===== config.mk =====
export PLATFORM = sky130hd
export DESIGN_NAME = pq_arbiter
export DESIGN_NICKNAME = d
export VERILOG_FILES = /design/src/rtl/pq_pkg.sv /design/src/rtl/pq_arbiter_rr_pick.sv /design/src/rtl/pq_arbiter.sv
export SDC_FILE = /design/constraint.sdc
export NUM_CORES = 1
export LEC_CHECK = 0
export CORE_UTILIZATION = 46
export CTS_CLUSTER_SIZE = 40
export DETAILED_ROUTE_END_ITERATION = 16
export PLACE_DENSITY = 0.95
export SYNTH_ARGS = -nofsm -noshare
export SYNTH_HDL_FRONTEND = slang
export SYNTH_HIERARCHICAL = 1
export SYNTH_SLANG_ARGS = --single-unit

===== constraint.sdc =====
create_clock -name clk -period 3.3 [get_ports clk]
set_clock_uncertainty 0.05 [all_clocks]
set_input_delay 0.33 -clock clk [delete_from_list [all_inputs] [get_ports clk]]
set_output_delay 0.33 -clock clk [all_outputs]
set_load 0.005 [all_outputs]

===== src/rtl/pq_pkg.sv =====
// Shared types for priority-queue devices and the arbiters that front them.
package pq_pkg;

    localparam int KEY_WIDTH   = 8;
    localparam int VAL_WIDTH   = 8;
    localparam int PQ_CAPACITY = 4;

    typedef struct packed {
        logic [KEY_WIDTH-1:0] key;
        logic [VAL_WIDTH-1:0] val;
    } kv_t;

    localparam logic [KEY_WIDTH-1:0] KEY0 = '0;
    localparam logic [VAL_WIDTH-1:0] VAL0 = '0;
    localparam kv_t                  KV0  = '{key: KEY0, val: VAL0};

    typedef enum logic [2:0] {
        ARB   = 3'd0,
        CHECK = 3'd1,
        ISSUE = 3'd2,
        WAIT  = 3'd3,
        ACK   = 3'd4
    } arb_state_t;

endpackage


===== src/rtl/pq_arbiter_rr_pick.sv =====
// Combinational round-robin priority encoder: first pending index after ptr_i, wrapping.
module rr_pick #(
    parameter int N  = 4,
    parameter int IW = (N > 1) ? $clog2(N) : 1
) (
    input  logic [N-1:0]  pending_i,
    input  logic [IW-1:0] ptr_i,
    output logic [IW-1:0] grant_o,
    output logic          valid_o
);

    int idx;

    // Scan from the farthest candidate to the nearest so the nearest pending index wins.
    always_comb begin
        valid_o = 1'b0;
        grant_o = '0;
        idx     = 0;
        for (int k = N; k >= 1; k--) begin
            idx = (int'(ptr_i) + k) % N;
            if (pending_i[idx[IW-1:0]]) begin
                valid_o = 1'b1;
                grant_o = idx[IW-1:0];
            end
        end
    end

endmodule


===== src/rtl/pq_arbiter.sv =====
// Round-robin arbiter/sequencer sharing one priority-queue device among N_REQ requesters.
//
// state | meaning
// ARB   | wait for a pending requester while the device is idle; latch winner
// CHECK | reject enq+deq together, enq when full, deq when empty
// ISSUE | one-cycle command strobe; capture head value for a dequeue
// WAIT  | first cycle blanks pq_busy; then wait for busy low or watchdog expiry
// ACK   | one-cycle completion pulse to the granted requester
module pq_arbiter
    import pq_pkg::*;
#(
    parameter int N_REQ   = 4,
    parameter int TIMEOUT = 255
) (
    input  logic             clk,
    input  logic             rst_n,
    input  logic [N_REQ-1:0] req_enq,
    input  logic [N_REQ-1:0] req_deq,
    input  kv_t  [N_REQ-1:0] req_kvi,
    output logic [N_REQ-1:0] req_ack,
    output logic             req_err,
    output kv_t              req_kvo,
    output logic             pq_enq,
    output logic             pq_deq,
    output kv_t              pq_kvi,
    input  kv_t              pq_kvo,
    input  logic             pq_busy,
    input  logic             pq_full,
    input  logic             pq_empty,
    output logic             hang
);

    localparam int IW = (N_REQ > 1) ? $clog2(N_REQ) : 1;
    localparam int CW = $clog2(TIMEOUT + 1);

    arb_state_t       state_q, state_d;
    logic [IW-1:0]    rr_q, rr_d;
    logic [IW-1:0]    g_q, g_d;
    logic             op_enq_q, op_enq_d;
    logic             op_deq_q, op_deq_d;
    kv_t              kvi_q, kvi_d;
    kv_t              res_q, res_d;
    logic             err_q, err_d;
    logic [CW-1:0]    cnt_q, cnt_d;
    logic             hang_q, hang_d;

    logic [N_REQ-1:0] pending;
    logic [IW-1:0]    pick_idx;
    logic             pick_vld;

    assign pending = req_enq | req_deq;

    rr_pick #(.N(N_REQ), .IW(IW)) u_rr_pick (
        .pending_i (pending),
        .ptr_i     (rr_q),
        .grant_o   (pick_idx),
        .valid_o   (pick_vld)
    );

    // Next-state and output decode; command outputs are only non-zero in ISSUE, ack only in ACK.
    always_comb begin
        state_d  = state_q;
        rr_d     = rr_q;
        g_d      = g_q;
        op_enq_d = op_enq_q;
        op_deq_d = op_deq_q;
        kvi_d    = kvi_q;
        res_d    = res_q;
        err_d    = err_q;
        cnt_d    = cnt_q;
        hang_d   = hang_q;
        req_ack  = '0;
        req_err  = 1'b0;
        req_kvo  = KV0;
        pq_enq   = 1'b0;
        pq_deq   = 1'b0;
        pq_kvi   = KV0;

        case (state_q)
            ARB: begin
                if (pick_vld && !pq_busy) begin
                    g_d      = pick_idx;
                    op_enq_d = req_enq[pick_idx];
                    op_deq_d = req_deq[pick_idx];
                    kvi_d    = req_kvi[pick_idx];
                    rr_d     = pick_idx;
                    state_d  = CHECK;
                end
            end
            CHECK: begin
                if ((op_enq_q && op_deq_q) || (op_enq_q && pq_full) || (op_deq_q && pq_empty)) begin
                    err_d   = 1'b1;
                    state_d = ACK;
                end else begin
                    err_d   = 1'b0;
                    state_d = ISSUE;
                end
            end
            ISSUE: begin
                pq_enq = op_enq_q;
                pq_deq = op_deq_q;
                if (op_enq_q) begin
                    pq_kvi = kvi_q;
                end
                // Head is stable until the dequeue takes effect, so sample it alongside the strobe.
                if (op_deq_q) begin
                    res_d = pq_kvo;
                end
                cnt_d   = '0;
                state_d = WAIT;
            end
            WAIT: begin
                if (cnt_q == CW'(TIMEOUT)) begin
                    hang_d  = 1'b1;
                    err_d   = 1'b1;
                    state_d = ACK;
                end else begin
                    cnt_d = cnt_q + CW'(1);
                    // Device raises busy only the cycle after the strobe; ignore it on the first WAIT cycle.
                    if ((cnt_q != '0) && !pq_busy) begin
                        err_d   = 1'b0;
                        state_d = ACK;
                    end
                end
            end
            ACK: begin
                req_ack[g_q] = 1'b1;
                req_err      = err_q;
                if (op_deq_q && !err_q) begin
                    req_kvo = res_q;
                end
                state_d = ARB;
            end
            default: begin
                state_d = ARB;
            end
        endcase
    end

    assign hang = hang_q;

    // State register with synchronous reset; a reset mid-operation drops the op without an ack.
    always_ff @(posedge clk) begin
        if (!rst_n) begin
            state_q  <= ARB;
            rr_q     <= IW'(N_REQ - 1);
            g_q      <= '0;
            op_enq_q <= 1'b0;
            op_deq_q <= 1'b0;
            kvi_q    <= KV0;
            res_q    <= KV0;
            err_q    <= 1'b0;
            cnt_q    <= '0;
            hang_q   <= 1'b0;
        end else begin
            state_q  <= state_d;
            rr_q     <= rr_d;
            g_q      <= g_d;
            op_enq_q <= op_enq_d;
            op_deq_q <= op_deq_d;
            kvi_q    <= kvi_d;
            res_q    <= res_d;
            err_q    <= err_d;
            cnt_q    <= cnt_d;
            hang_q   <= hang_d;
        end
    end

endmodule


==> flow_summary_export.csv, run 1 <==
group,metric,value,unit
run_status,status,"completed",
detailed_routing,drt-initial-drc-count,228,
detailed_routing,drcViolationCount,0,
synthesis,ys_seq_area_share,34.0,%
floorplanning,start_util,47.6,%
synthesis,synth_nets,444,
synthesis,avgSynthCellArea,8.61,um2
detailed_routing,vias,3067,
final_layout,fin_util,70.8,%
floorplanning,rows,29,
global_routing,track_usage,25.0,%
synthesis,ys.flop_type,"dfxtp_1",
critical_path,cp.required,2920,ps
floorplanning,die_x,82.8,um
pwr,irDropWorstVdd,0.263,mV
cts,htreeDepth,2,
pwr,p_per_area,364,nW/um2
floorplanning,ioPinCount,133,
synthesis,yosysWarnings,6,
synthesis,synth.most_common_cell,"nand2_1",
synthesis,ys_top_cells_by_area,"dfxtp_1 (34%), mux4_2 (13%), nand2_1 (11%)",
cts,cts_tree,"built",
synthesis,synth_largest_area_cell,"dfxtp_1",
final_layout,fillers,460,
job,cap_violations,0,
global_routing,antenna_found_initial,0,
final_layout,nets,562,
synthesis,synth_edf_count,0,
place,routabilityCongestion,0.843,
synthesis,synth_top_area_share,34.0,%
critical_path,cp_data_arrival_time,2500,ps
sta,finalSetupViolations,0,
critical_path,end_kind,"output port",
global_routing,grt_pass1_wl,14.0,mm
cts,root_buffer,"clkbuf_8",
place,place_hpwl,6.42,mm
pwr,power_leakage,1.70,nW
place,portBuffers,132,
critical_path,path_class,"reg2out",
cts,insertion_delay,320,ps
cts,clk_pin_slew,90,ps
cts,cts_setup_buffers,0,
synthesis,synthTopCellsByCount,"nand2_1 (89), dfxtp_1 (51), a21boi_1 (31)",
cts,cts_hold_buf,0,
critical_path,crit_path_start_kind,"flip-flop",
final_layout,antenna_cells,0,
detailed_routing,firstDrtPassIters,4,
floorplanning,dieHeight,82.8,um
min_path,worstHoldPathType,"reg2reg",
synthesis,async_flop_share,0,%
detailed_routing,detail-route-antenna-nets,0,
sta,fin_crit_sh,87.3,%
cts,numCtsBuffers,5,
sta,clock.fmax,347,MHz
sta,slew_headroom,37.2,%
global_routing,grt_max_degree,24,
detailed_routing,drt-vias-per-instance,5.63,
global_routing,gr-total-overflow,0,
place,preCtsSetupSlack,520,ps
sta,setup_ws,420,ps
cts,cts_resized,0,
floorplanning,die-area,6860,um2
final_layout,drive_above_1_share,10.3,%
synthesis,synthCells,349,
sta,rsz0062_at_grt,"false",
global_routing,grt_pass1_vias,3050,
synthesis,synth-seq-cells,51,
sta,worst-slew-pin-transition,935,ps
cts,clock_path_buffers,2,
sta,finalMaxSlewViolations,0,
synthesis,syn-cell-area,3010,um2
floorplanning,core-area,6310,um2
critical_path,path_max_fanout,16,
sta,finalHoldViolCount,0,
sta,fin_setup_tns,0,ps
detailed_routing,post_drt_wl_per_cell,15.5,um
synthesis,synth_cell_types,52,
final_layout,syn_to_final_growth,48.6,%
cts,cts_num_sinks,51,
sta,post-route-min-period,2880,ps
detailed_routing,finalWirelength,8.45,mm
pwr,fin_total_pwr,1.63,mW
## flip-flops by register name (all words and copies together), names as in the netlist
register,cells
cnt_q,8
err_q,1
g_q,2
hang,1
kvi_q,16
op_deq_q,1
op_enq_q,1
res_q,16
rr_q,2
state_q,3
## power breakdown
part / switching [mW] / internal, mW
clock network: 0.209 / 0.245
registers: 0.0496 / 0.661
logic: 0.194 / 0.269
## final cells by class
| cell class | instances | area (um2) | area share (%) |
|---|---|---|---|
| Clock buffer | 6 | 82.6 | 1.85 |
| Clock inverter | 2 | 35.0 | 0.784 |
| Inverter | 7 | 26.3 | 0.588 |
| Multi-Input combinational cell | 264 | 1840 | 41.2 |
| Sequential cell | 51 | 1020 | 22.9 |
| Tap cell | 77 | 96.3 | 2.16 |
| Timing Repair Buffer | 138 | 1370 | 30.6 |
## path summary, 6_finish.rpt
check / slack, ps / endpoint / cells after the start / startpoint
setup reg to reg: 1230 / kvi_q[2] / 7 / rr_q[1]
setup / recovery: 420 / req_kvo[3] / 5 / state_q[0]
hold / removal: 400 / res_q[2] / 2 / res_q[2]
hold reg to reg: 400 / res_q[2] / 2 / res_q[2]
## worst max-delay path: stages (launching register included)
cell             delay (ps)
dfxtp_1                 470
nor2_2                  200
nand2_1                 130
nor3b_2                 650
and2_1                  230
clkdlybuf4s50_1         500
## placed cells by master, fill, tap and decap left out, types with 3 or more instances in the layout
master,n
clkdlybuf4s50_1,132
nand2_1,89
dfxtp_1,51
a21boi_1,31
and3_1,18
and2_1,18
mux4_2,18
nor2_1,10
nand3_1,7
a21boi_0,7
inv_1,6
nand2b_1,6
clkbuf_8,6
buf_4,6
o21ai_0,5
nor3_1,4
or2_2,4
a31oi_1,4
a21oi_1,4
a21oi_2,3
nand4_1,3
## per-layer routing
layer	track usage, %	share of wire [%]	up-vias	wire length, um
met4	11.8	3.8	0	317
li1	-	-	1457	-
met5	0	0	-	0
met3	5.57	6.7	25	564
met2	44.0	51	140	4320
met1	28.6	38	1445	3250
## stage by stage
step                      hold WS, ps  cells  instance area, um2
after floorplan                   380    349                3010
after global placement            386    537                4350
after detailed placement          392    537                4350
after CTS                         405    545                4470
after global routing              423    545                4470
final                             403    545                4470
## cells by family after synthesis
| group | count (synthesis) | share of synthesized area (%) |
|---|---|---|
| muxes | 19 | 13.8 |
| adders and majority gates | 2 | 0.832 |
| AOI/OAI and AO/OA | 67 | 16.4 |
| DFF | 51 | 34.0 |
| and+or+nand+nor | 176 | 29.6 |
| buffers and inverters | 34 | 5.33 |
(Power assumes the default switching activity.)
==> run 2, diff against run 1 <==
==> constraint.sdc (replaced) <==
create_clock -name clk -period 3.4 [get_ports clk]
set_clock_uncertainty 0.05 [all_clocks]
set_input_delay 0.34 -clock clk [delete_from_list [all_inputs] [get_ports clk]]
set_output_delay 0.34 -clock clk [all_outputs]
set_load 0.005 [all_outputs]
==> run 2 against run 1 <==
Clock power shrank 25%. Critical path depth down 1. Die area unchanged. Final cell count unchanged. First-iteration DRC count is 29% lower. Routed wire length decreased by 1.6%. Sequential cell count did not move. Highest routed layer unchanged. Worst setup slack better by 34 ps. Worst hold slack worse by 2.7 ps. Sequential power is 2.8% lower. Global-route usage shrank 0.42 points.
==> flow_summary_export.csv, run 2 (synthesis results as in run 1) <==
group,metric,value,unit
run_status,status,"completed",
sta,finalHoldViolCount,0,
global_routing,track_usage,24.6,%
final_layout,nets,562,
cts,cts_num_sinks,51,
global_routing,grt_pass1_vias,2986,
cts,htreeDepth,2,
place,place_area,4350,um2
pwr,p_sw_share,29.3,%
sta,rsz0062_at_grt,"false",
cts,cts_resized,0,
cts,insertion_delay,310,ps
critical_path,regToRegSetupSlack,1320,ps
floorplanning,die_x,82.8,um
cts,numCtsBuffers,5,
floorplanning,dieHeight,82.8,um
cts,cts_setup_buffers,0,
place,place_hpwl,6.41,mm
detailed_routing,firstDrtPassIters,4,
pwr,power.share.clock,23.2,%
final_layout,drive_above_1_share,10.0,%
detailed_routing,vias,3025,
pwr,p_seq_share,46.6,%
final_layout,mostFrequentLayoutCells,"clkdlybuf4s50_1 (132), nand2_1 (89), dfxtp_1 (51)",
sta,worst-slew-pin-transition,949,ps
detailed_routing,finalWirelength,8.32,mm
sta,fin_setup_tns,0,ps
cts,cts_hold_buf,0,
final_layout,reg_top3,"kvi_q: 16 flops, res_q: 16 flops, cnt_q: 8 flops",
floorplanning,start_util,47.6,%
cts,clock_path_buffers,2,
pwr,power_switching,0.433,mW
detailed_routing,drt-initial-drc-count,161,
floorplanning,ioPinCount,133,
final_layout,design_area,4440,um2
final_layout,fillers,462,
critical_path,path_max_fanout,16,
cts,cts_tree,"built",
critical_path,end_kind,"output port",
job,cap_violations,0,
critical_path,crit_path_start_kind,"flip-flop",
pwr,p_int,1.05,mW
cts,clk_pin_slew,90,ps
sta,post-route-min-period,2950,ps
pwr,power_frac_comb,30.2,%
final_layout,syn_to_final_growth,47.5,%
sta,clock.fmax,339,MHz
final_layout,final_common_cell,"clkdlybuf4s50_1",
sta,fin_crit_sh,86.7,%
detailed_routing,drcViolationCount,0,
cts,root_buffer,"clkbuf_8",
min_path,worstHoldPathType,"reg2reg",
sta,slew_headroom,36.2,%
place,portBuffers,132,
floorplanning,die-area,6860,um2
place,routabilityCongestion,0.849,
global_routing,grt_max_degree,23,
critical_path,path_class,"reg2out",
floorplanning,rows,29,
global_routing,antenna_found_initial,0,
pwr,power_leakage,1.68,nW
sta,finalMaxSlewViolations,0,
detailed_routing,drt-vias-per-instance,5.55,
detailed_routing,post_drt_wl_per_cell,15.3,um
pwr,irDropWorstVdd,0.258,mV
final_layout,antenna_cells,0,
pwr,p_per_area,334,nW/um2
detailed_routing,detail-route-antenna-nets,0,
global_routing,grt_pass1_wl,13.8,mm
global_routing,gr-total-overflow,0,
floorplanning,core-area,6310,um2
critical_path,cp.required,3010,ps
critical_path,cp_data_arrival_time,2560,ps
sta,finalSetupViolations,0,
==> run 2: cell types whose count changed in the layout (fill, tap and decap cells not counted), sizes merged <==
cell / previous run / this run
bufinv: 1 / 0
clkinvlp: 0 / 1
==> run 2: metrics by stage <==
step           hold slack (ps)  power [mW]  std cells  worst slack, ps  util (%)
2_1_floorplan              380       0.976        349             1120         -
3_3_place_gp               386        1.13        537              700      68.9
3_5_place_dp               390        1.15        537              619      68.9
4_1_cts                    402        1.48        545              449      70.3
5_1_grt                    424        1.56        545              293      70.3
6_report                   401        1.48        545              454      70.3
==> run 2: final cells by class <==
| type | count | area (um2) | share of cell area (%) |
|---|---|---|---|
| repair buffers | 138 | 1370 | 30.8 |
| multi-input cells | 264 | 1840 | 41.5 |
| well taps | 77 | 96.3 | 2.17 |
| flip-flops and latches | 51 | 1020 | 23.0 |
| clock buffers | 6 | 72.6 | 1.64 |
| clock inverters | 2 | 12.5 | 0.282 |
| inverters | 7 | 26.3 | 0.592 |
==> run 2: path summary, 6_finish.rpt <==
kind	endpoint	start	cells past startpoint
min	res_q[3]	res_q[3]	2
max reg2reg	kvi_q[4]	rr_q[1]	7
max	req_kvo[3]	state_q[2]	4
min reg2reg	res_q[3]	res_q[3]	2
==> run 2: routing by layer <==
metal	wire length [um]	vias up	part of all wire [%]	global-route usage, %
li1	-	1460	-	-
met1	3190	1380	38	28.5
met2	4100	154	49	41.3
met3	639	31	7.7	5.07
met4	396	0	4.8	15.7
met5	0	-	0	0
==> run 2: power groups by stage <==
stage | clock network, mW | logic, mW | registers (mW)
after floorplan | 0 | 0.301 | 0.675
after global placement | 0 | 0.430 | 0.698
after detailed placement | 0 | 0.445 | 0.702
after CTS | 0.349 | 0.447 | 0.688
after global routing | 0.379 | 0.485 | 0.696
final | 0.343 | 0.446 | 0.690
==> run 2: critical path, cell delays in order (launching register included) <==
cell             delay, ps
dfxtp_1                620
nand2_1                210
nor3b_2                670
and2_1                 230
clkdlybuf4s50_1        520
==> run 3, diff against run 2 <==
--- a/config.mk
+++ b/config.mk
@@ -5,6 +5,7 @@
 export SDC_FILE = /design/constraint.sdc
 export NUM_CORES = 1
 export LEC_CHECK = 0
+export CORE_ASPECT_RATIO = 1.2
 export CORE_UTILIZATION = 46
 export CTS_CLUSTER_SIZE = 40
 export DETAILED_ROUTE_END_ITERATION = 16
==> run 3 against run 2 <==
Sequential power hardly changed. Combinational power hardly changed. Count of clock-buffer cells in the layout is 1 lower. Worst hold slack better by 3.0 ps. Register-to-register slack worse by 20 ps. Die area hardly changed. Routed wire length is 4.7% higher. Total power is 0.81% lower. Sequential share of layout area is 0.098 points higher.
==> flow_summary_export.csv, run 3 (synthesis results as in run 1) <==
group,metric,value,unit
run_status,status,"completed",
pwr,power_switching,0.431,mW
sta,fin_setup_tns,0,ps
final_layout,final_common_cell,"clkdlybuf4s50_1",
floorplanning,dieHeight,90.6,um
place,post-place-cells,541,
floorplanning,start_util,48.8,%
cts,cts_setup_buffers,0,
global_routing,grt_pass1_vias,3059,
critical_path,cp.required,3010,ps
cts,insertion_delay,310,ps
cts,cts_hold_buf,0,
cts,clk_pin_slew,80,ps
detailed_routing,detail-route-antenna-nets,0,
floorplanning,ioPinCount,133,
floorplanning,die-area,6860,um2
global_routing,grt_max_degree,40,
final_layout,drive_above_1_share,9.25,%
cts,numCtsBuffers,5,
sta,rsz0062_at_grt,"false",
cts,cts_resized,0,
floorplanning,rows,31,
pwr,power_frac_comb,30.5,%
cts,htreeDepth,2,
cts,root_buffer,"clkbuf_8",
global_routing,grt_pass1_wl,13.7,mm
sta,setup_ws,416,ps
place,place_hpwl,6.77,mm
sta,finalSetupViolations,0,
detailed_routing,drcViolationCount,0,
sta,slew_headroom,45.2,%
final_layout,mostFrequentLayoutCells,"clkdlybuf4s50_1 (132), nand2_1 (89), dfxtp_1 (51)",
sta,post-route-min-period,2980,ps
cts,cts_num_sinks,51,
place,preCtsSetupSlack,542,ps
final_layout,antenna_cells,0,
pwr,power.share.clock,22.5,%
cts,cts_tree,"built",
detailed_routing,drt-vias-per-instance,5.61,
sta,worst-slew-pin-transition,818,ps
detailed_routing,vias,3069,
critical_path,crit_path_start_kind,"flip-flop",
critical_path,path_class,"reg2out",
sta,clock.fmax,335,MHz
global_routing,gr-total-overflow,0,
pwr,p_int,1.04,mW
pwr,irDropWorstVdd,0.212,mV
pwr,p_sw_share,29.3,%
pwr,power_leakage,1.66,nW
detailed_routing,drt-initial-drc-count,199,
detailed_routing,finalWirelength,8.71,mm
final_layout,stdcell_count,547,
sta,finalHoldViolCount,0,
place,routabilityCongestion,0.880,
job,cap_violations,0,
final_layout,nets,561,
floorplanning,core-area,6170,um2
global_routing,antenna_found_initial,0,
detailed_routing,firstDrtPassIters,4,
sta,whs,404,ps
critical_path,path_max_fanout,16,
detailed_routing,post_drt_wl_per_cell,15.9,um
place,portBuffers,132,
final_layout,fin_util,71.6,%
sta,finalMaxSlewViolations,0,
critical_path,end_kind,"output port",
final_layout,syn_to_final_growth,46.9,%
pwr,p_seq_share,47.0,%
min_path,worstHoldPathType,"reg2reg",
global_routing,track_usage,26.1,%
pwr,p_per_area,332,nW/um2
cts,clock_path_buffers,2,
floorplanning,die_x,75.8,um
sta,fin_crit_sh,87.8,%
final_layout,reg_top3,"kvi_q: 16 flops, res_q: 16 flops, cnt_q: 8 flops",
critical_path,cp_data_arrival_time,2590,ps
run 3: area by class of cell:
cell class / instances / area (um2)
Multi-Input combinational cell: 264 / 1830
Fill cell: 435 / 1750
Timing Repair Buffer: 137 / 1360
Sequential cell: 51 / 1020
Tap cell: 82 / 103
Clock buffer: 5 / 68.8
Inverter: 7 / 26.3
Clock inverter: 1 / 7.51
run 3: routing by layer:
metal	vias up	part of all wire (%)	global-route usage [%]
li1	1451	-	-
met1	1431	36	28.0
met2	158	54	47.3
met3	29	5.8	3.57
met4	0	4.8	13.4
met5	-	0	0
run 3: path summary, 6_finish.rpt:
path | start | endpoint | slack, ps | cells past startpoint
max reg2reg | rr_q[1] | kvi_q[9] | 1300 | 7
max | state_q[0] | req_kvo[13] | 420 | 5
min | res_q[3] | res_q[3] | 400 | 2
min reg2reg | res_q[3] | res_q[3] | 400 | 2
run 3: power by group through the flow:
| stage | registers [mW] | clock network, mW | logic (mW) |
|---|---|---|---|
| 3_5_place_dp | 0.701 | 0 | 0.445 |
| 6_report | 0.690 | 0.330 | 0.448 |
| 3_3_place_gp | 0.698 | 0 | 0.426 |
| 2_1_floorplan | 0.675 | 0 | 0.301 |
| 5_1_grt | 0.695 | 0.357 | 0.484 |
| 4_1_cts | 0.688 | 0.333 | 0.449 |
run 3: stage by stage:
| step | cell area [um2] | power, mW |
|---|---|---|
| 2_1_floorplan | 3010 | 0.976 |
| 3_3_place_gp | 4340 | 1.12 |
| 3_5_place_dp | 4340 | 1.15 |
| 4_1_cts | 4420 | 1.47 |
| 5_1_grt | 4420 | 1.54 |
| 6_report | 4420 | 1.47 |
run 3: critical path, stage by stage (launching register included):
cell and delay (ps):
dfxtp_1 490, nor2_2 210, nand2_1 120, nor3b_2 720, and2_1 230, clkdlybuf4s50_1 500
